File: config.mk
export PLATFORM = sky130hd
export DESIGN_NAME = interval_timer_ctrl
export DESIGN_NICKNAME = d
export VERILOG_FILES = /design/src/rtl/timer_pkg.sv /design/src/rtl/bin_counter.sv /design/src/rtl/interval_timer_ctrl.sv
export SDC_FILE = /design/constraint.sdc
export NUM_CORES = 1
export LEC_CHECK = 0
export CORE_AREA = 2 2 70 59
export DETAILED_ROUTE_END_ITERATION = 6
export DIE_AREA = 0 0 72 61
export GPL_ROUTABILITY_DRIVEN = 0
export GPL_TIMING_DRIVEN = 0
export PLACE_DENSITY = 0.95
export SYNTH_ARGS = -nofsm -noshare
export SYNTH_HDL_FRONTEND = slang
export SYNTH_SLANG_ARGS = --single-unit
export TNS_END_PERCENT = 1
File: constraint.sdc
create_clock -name clk -period 4.2 [get_ports clk]
set_input_delay 0.84 -clock clk [delete_from_list [all_inputs] [get_ports clk]]
set_output_delay 0.84 -clock clk [all_outputs]
set_load 0.02 [all_outputs]
File: src/rtl/timer_pkg.sv
// Shared definitions for the interval timer: FSM state encoding and default width.
package timer_pkg;

    // FSM state encoding
    localparam logic [0:0] IDLE = 1'b0;
    localparam logic [0:0] RUN  = 1'b1;

    // Default counter / period width
    localparam int TIMER_N = 16;

endpackage : timer_pkg

File: src/rtl/bin_counter.sv
// Free-running binary up-counter with synchronous clear, parallel load and
// enable. Control priority is syn_clr > load > en. max_tick flags q = all ones.
module bin_counter #(
    parameter int N = 8
) (
    input  logic         clk,
    input  logic         reset,
    input  logic         syn_clr,
    input  logic         load,
    input  logic         en,
    input  logic [N-1:0] d,
    output logic         max_tick,
    output logic [N-1:0] q
);

    logic [N-1:0] q_q;
    logic [N-1:0] q_d;

    // Next count: clear beats load, load beats increment
    always_comb begin
        q_d = q_q;
        if (syn_clr) begin
            q_d = '0;
        end else if (load) begin
            q_d = d;
        end else if (en) begin
            q_d = q_q + 1'b1;
        end
    end

    // Count register, cleared asynchronously
    always_ff @(posedge clk or posedge reset) begin
        if (reset) begin
            q_q <= '0;
        end else begin
            q_q <= q_d;
        end
    end

    assign q        = q_q;
    assign max_tick = &q_q;

endmodule : bin_counter

File: src/rtl/interval_timer_ctrl.sv
// Programmable interval timer controller. Sequences one bin_counter loaded
// with ~period so that it reaches all ones after exactly `period` enables.
// Supports one-shot and periodic operation with start/stop/hold control.
module interval_timer_ctrl
    import timer_pkg::*;
#(
    parameter int N = TIMER_N
) (
    input  logic         clk,
    input  logic         reset,
    input  logic         start,
    input  logic         stop,
    input  logic         hold,
    input  logic         periodic,
    input  logic [N-1:0] period,
    output logic         busy,
    output logic         done_tick,
    output logic [N-1:0] remaining
);

    logic [0:0]   state_q, state_d;
    logic [N-1:0] per_q,   per_d;
    logic         mode_q,  mode_d;

    logic         cnt_syn_clr;
    logic         cnt_load;
    logic         cnt_en;
    logic [N-1:0] cnt_d;
    logic         cnt_max_tick;
    logic [N-1:0] cnt_q;
    logic         done_d;

    bin_counter #(.N(N)) counter_unit (
        .clk      (clk),
        .reset    (reset),
        .syn_clr  (cnt_syn_clr),
        .load     (cnt_load),
        .en       (cnt_en),
        .d        (cnt_d),
        .max_tick (cnt_max_tick),
        .q        (cnt_q)
    );

    // FSM next-state, counter control and expiry strobe
    always_comb begin
        state_d     = state_q;
        per_d       = per_q;
        mode_d      = mode_q;
        cnt_syn_clr = 1'b0;
        cnt_load    = 1'b0;
        cnt_en      = 1'b0;
        cnt_d       = ~period;
        done_d      = 1'b0;

        case (state_q)
            IDLE: begin
                if (start && !stop) begin
                    cnt_load = 1'b1;
                    cnt_d    = ~period;
                    per_d    = period;
                    mode_d   = periodic;
                    state_d  = RUN;
                end
            end

            RUN: begin
                if (stop) begin
                    // Abort wins over a coincident expiry: no strobe
                    cnt_syn_clr = 1'b1;
                    state_d     = IDLE;
                end else if (start) begin
                    // Restart from a freshly sampled period/mode
                    cnt_load = 1'b1;
                    cnt_d    = ~period;
                    per_d    = period;
                    mode_d   = periodic;
                end else if (hold) begin
                    // Counter frozen; a pending expiry waits for hold to drop
                    cnt_en = 1'b0;
                end else if (cnt_max_tick) begin
                    done_d = 1'b1;
                    if (mode_q) begin
                        // Reload from the latched period, not the live input
                        cnt_load = 1'b1;
                        cnt_d    = ~per_q;
                    end else begin
                        cnt_syn_clr = 1'b1;
                        state_d     = IDLE;
                    end
                end else begin
                    cnt_en = 1'b1;
                end
            end

            default: begin
                cnt_syn_clr = 1'b1;
                state_d     = IDLE;
            end
        endcase
    end

    // State, latched period and latched mode
    always_ff @(posedge clk or posedge reset) begin
        if (reset) begin
            state_q <= IDLE;
            per_q   <= '0;
            mode_q  <= 1'b0;
        end else begin
            state_q <= state_d;
            per_q   <= per_d;
            mode_q  <= mode_d;
        end
    end

    // Outputs: remaining is the distance of q from all ones, forced to 0 in IDLE
    always_comb begin
        busy      = (state_q == RUN);
        done_tick = done_d;
        remaining = (state_q == RUN) ? ~cnt_q : '0;
    end

endmodule : interval_timer_ctrl

# Word level (Yosys, flattened, before mapping)

Cells that the tools add are included.

Word-level logic and storage cells: 63
Register bits after elaboration: 34
Output and inout port bits: 18
Input bits: 22

Bitwise logic cells: 4
Equal/unequal tests: 3
Reduce and logical (&&, ||, !) cells: 5
Add/sub/neg operators: 1
Multiplexer cells: 46

Operators by type and width:

| cell                                                            | number |
|---|---|
| 16-bit 2-to-1 mux                                               | 12 |
| 16-bit case mux with 2 select lines                             | 2 |
| 16-bit NOT                                                      | 3 |
| 1-bit 2-to-1 mux                                                | 29 |
| 16-bit by 1-bit adder with 16-bit output, second input constant | 1 |
| 16-bit AND reduction                                            | 1 |
| 2-bit inequality test, second input constant                    | 3 |
| 1-bit case mux with 2 select lines                              | 3 |
| 3-bit AND reduction                                             | 1 |
| 3-bit nonzero test                                              | 1 |
| 1-bit logical AND                                               | 1 |
| 1-bit logical NOT                                               | 1 |
| 1-bit NOT                                                       | 1 |

# Depth between registers and ports, before layout

Word-level depth: 9
Gate-level depth with buffers: 8
Depth with buffers taken out: 6

# Cells and area by module

A second synthesis with hierarchy kept.

Cells, all modules: 204
Area, all modules: 2084.5 µm²

Modules (own cells, without submodules):

| module              | cells an instance | area each (µm²) | instances | seq. area each (µm²) |
|---|---|---|---|---|
| bin_counter         | 117               | 1042.2          | 1         | 400.4 |
| interval_timer_ctrl | 87                | 1042.2          | 1         | 450.4 |

# Worst setup path after synthesis

Ideal clock, no wire load.

Kind: input to output
From: in start
To: out done_tick
Path buffers: 0
Arrival: 1.668 ns
Cell stages on the path: 2
Required time: 3.360 ns
Setup slack: 1.692 ns
Path through: or3b_2 > nor2_1

Cells in the longest elaborated chain, start to end: 3

RTL lines:

| what             | RTL line                  | source |
|---|---|---|
| from (decl)      | interval_timer_ctrl.sv:11 | `input logic start,` |
| 1-bit 2-to-1 mux | interval_timer_ctrl.sv:71 | `end else if (start) begin` |
| 1-bit 2-to-1 mux | interval_timer_ctrl.sv:67 | `if (stop) begin` |
| 1-bit 2-to-1 mux | interval_timer_ctrl.sv:55 | `case (state_q)` |
| to (decl)        | interval_timer_ctrl.sv:17 | `output logic done_tick,` |

No other way between the ends.

# Worst setup path in the final report

From: in stop
To: out done_tick

Cells in the longest elaborated chain, start to end: 2

RTL lines:

| what             | RTL line                  | source |
|---|---|---|
| from (decl)      | interval_timer_ctrl.sv:12 | `input logic stop,` |
| 1-bit 2-to-1 mux | interval_timer_ctrl.sv:67 |  |
| 1-bit 2-to-1 mux | interval_timer_ctrl.sv:55 |  |

No other way between the ends.

==> impl_results.md <==
* Post-synth EDFFs at 0
* Core ar. at 3680 sq um
* Layout cells sized above 1 at 0.0596
* ANT cells at 0
* Syn Nets at 261
* Average size of a mapped cell at 8.24 sq um
* TritonCTS Buffers at 5
* Final Hold Vio Count at 0
* Chip Width at 72 microns
* Count leader, synth: nand2_1
* CTS tree: yes
* Crit. End Element: output port
* CP Class: primary input to output port
* Synth top area share at 0.434
* Pre-Repair DR Iteration Count at 5
* Setup Buffers After CTS at 0
* Total power at 0.845 mW
* Die area at 4390 sq um
* GR Overflow Total at 0
* Reg-to-reg slack, setup at 1.49 ns
* Post-route ant nets at 0
* Cts hold-fix bufs at 0
* Number of global-route vias before repair at 1921
* Min Tclk post-route at 3.46 ns
* Gr usage total at 0.267
* Slew Limit Fails at 0
* Worst setup SP type: primary input
* Outcome: finished, final reports clean
* Worst slew margin at 0.526
* Clk sinks at 34
* Slew @ Worst Pin at 0.711 ns
* Iteration-0 DRC Markers at 193
* PD cells at 338 nW/um^2
* Number of register bits inferred by synthesis at 34
* Hold Startpoint: per_q[9]
* # IOs at 40
* Vias after detailed routing at 2031
* Fillers at 301
* CP arrival at 2.62 ns
* Worst-path maximum fanout at 6
* Seq/Total Area, Yosys at 0.434
* Worst reg2reg endpoint: counter_unit.q[4]
* Global-route wire length before repair at 8830 microns
* PortBufs at 39
* RSZ-0062 raised after global routing: no
* Wire length per cell at 16.3 microns
* Clock Skews at 0.00522 ns
* R2R cell count at 7
* # setup viols final at 0
* Hold path cells at 2
* Critical Path RT at 3.36 ns
* Worst R2R Start: counter_unit.q[0]
* Largest net degree at the start of global routing at 35
* Antenna violations before repair at 0
* Synthesis Warnings at 0
* Dpl hpwl at 3730 microns
* Nets at 307
* DR DRC count at 0
* Post-CTS sizing at 0
* H-tree depth at 2
* Leak at 1.06 nW
* Area occupied by multi-input gates at 1020 sq um
* Worst Hold End: per_q[9]
* Max Buffers Root-to-Sink at 2
* Gate count of the mapped netlist at 238
* Initial Utilization at 0.533
* Clk root buf: clkbuf_8
* Worst-path clk slew at 0.06 ns
* Via/cell ratio at 6.17
* Max-cap viol count at 0
* VDD IR max at 185 uV
* Final Non-Filler Cells at 329
* Worst Hold Class: flop to flop
* Achievable Freq at 289 MHz
* Layout Area Growth over Synthesis at 27.4%
* Synth top area cells: dfrtp_1, nand2_1, a32o_1
* Area leader, netlist: dfrtp_1
* Unique masters post-synth at 33
* Async SR Flop Fraction at 1.00
* Die Y at 61 microns
* Dominant synthesized flop cell: dfrtp_1
* Netlist Area Pre-Place at 1960 sq um
* Setup TNS at 0 ns
* Top post-synthesis cells by count: nand2_1, dfrtp_1, o21ai_0, a32o_1, nor2b_1
* Inst Count DP at 321
* Final cycle utilization of the critical path at 0.823
* Worst skew pair latency at 0.29 ns
* Final wirelength at 5360 microns
* Rows at 20
* Reg area at 851 sq um
## sequential cells by signal, indices dropped and copies added, names as in the netlist
| signal | cells |
|---|---|
| mode_q | 1 |
| counter_unit.q | 16 |
| per_q | 16 |
| busy | 1 |
## where the power goes
group,internal (mW),switching (mW),leakage [nW]
clock,0.132,0.116,0.0482
combinational,0.0853,0.0965,0.594
sequential,0.369,0.0464,0.417
## area by class of cell
class,instances,area share
Timing Repair Buffer,39,0.156
Inverter,9,0.0135
Tap cell,44,0.0220
Buffer,13,0.0240
Clock inverter,1,0.00200
Clock buffer,7,0.0346
Sequential cell,34,0.341
Multi-Input combinational cell,182,0.407
## per-layer routing
| metal | vias to the layer above | GRT usage | routed length (microns) | share of wire |
|---|---|---|---|---|
| met5 | - | 0 | 0 | 0 |
| met4 | 0 | 0.137 | 144 | 0.027 |
| met3 | 19 | 0.0615 | 517 | 0.096 |
| met2 | 127 | 0.438 | 2490 | 0.46 |
| met1 | 954 | 0.336 | 2210 | 0.41 |
| li1 | 931 | - | - | - |
## cell families (layout without fill, tap and decap cells)
logic type,after synthesis,in the layout,synth area share
AND/OR/NAND/NOR,132,132,0.327
AO/OA/AOI/OAI,49,49,0.184
flip-flops,34,34,0.434
buffers and inverters,22,69,0.0479
adder cells (fa/ha/maj),1,1,0.00638
## critical path, cell delays in order
cell,delay [ns]
clkdlybuf4s50_1,0.49
or3b_2,0.55
nor2_1,0.12
clkdlybuf4s50_1,0.61
## how the worst max path moves through the flow
stage / start / to / slack, ns / cells past startpoint
after floorplan: start / done_tick / 1.69 / 2
final: stop / done_tick / 0.74 / 4
after CTS: stop / done_tick / 0.75 / 4
after global routing: counter_unit.q[0] / done_tick / 0.61 / 6
after detailed placement: stop / done_tick / 0.76 / 4
after global placement: stop / done_tick / 0.78 / 4
## placed cells by master, fill, tap and decap left out
cell,netlist,routed
nand2_1,79,79
clkdlybuf4s50_1,0,39
dfrtp_1,34,34
o21ai_0,18,18
a32o_1,15,15
nor2b_1,14,14
clkbuf_1,9,10
inv_1,9,8
nor2_1,7,7
o31ai_1,7,7
nand4_1,6,6
clkbuf_8,0,6
o41ai_1,5,5
nand2b_1,4,4
nand3_1,3,3
nor4_1,3,3
buf_2,2,2
a21oi_1,2,2
and3_1,2,2
and2b_1,2,2
or3_1,2,2
or4_1,2,2
nand4_2,1,1
clkbuf_2,1,1
or3b_2,1,1
nor4b_1,1,1
or4_4,1,1
nor4_4,1,1
buf_6,1,1
inv_2,0,1
or2_2,1,1
and2_1,1,1
a21boi_0,1,1
a21o_1,1,1
nor3_1,1,1
ha_1,1,1
clkinv_2,0,1
## through the flow
step | utilization | area, sq um | hold slack, ns | worst slack [ns]
after floorplan | - | 1960 | 0.446 | 1.69
after global placement | 0.654 | 2410 | 0.458 | 0.784
final | 0.679 | 2500 | 0.479 | 0.744
after detailed placement | 0.654 | 2410 | 0.463 | 0.759
after CTS | 0.679 | 2500 | 0.481 | 0.750
after global routing | 0.679 | 2500 | 0.490 | 0.608
Power figures use the tool's default switching activity.
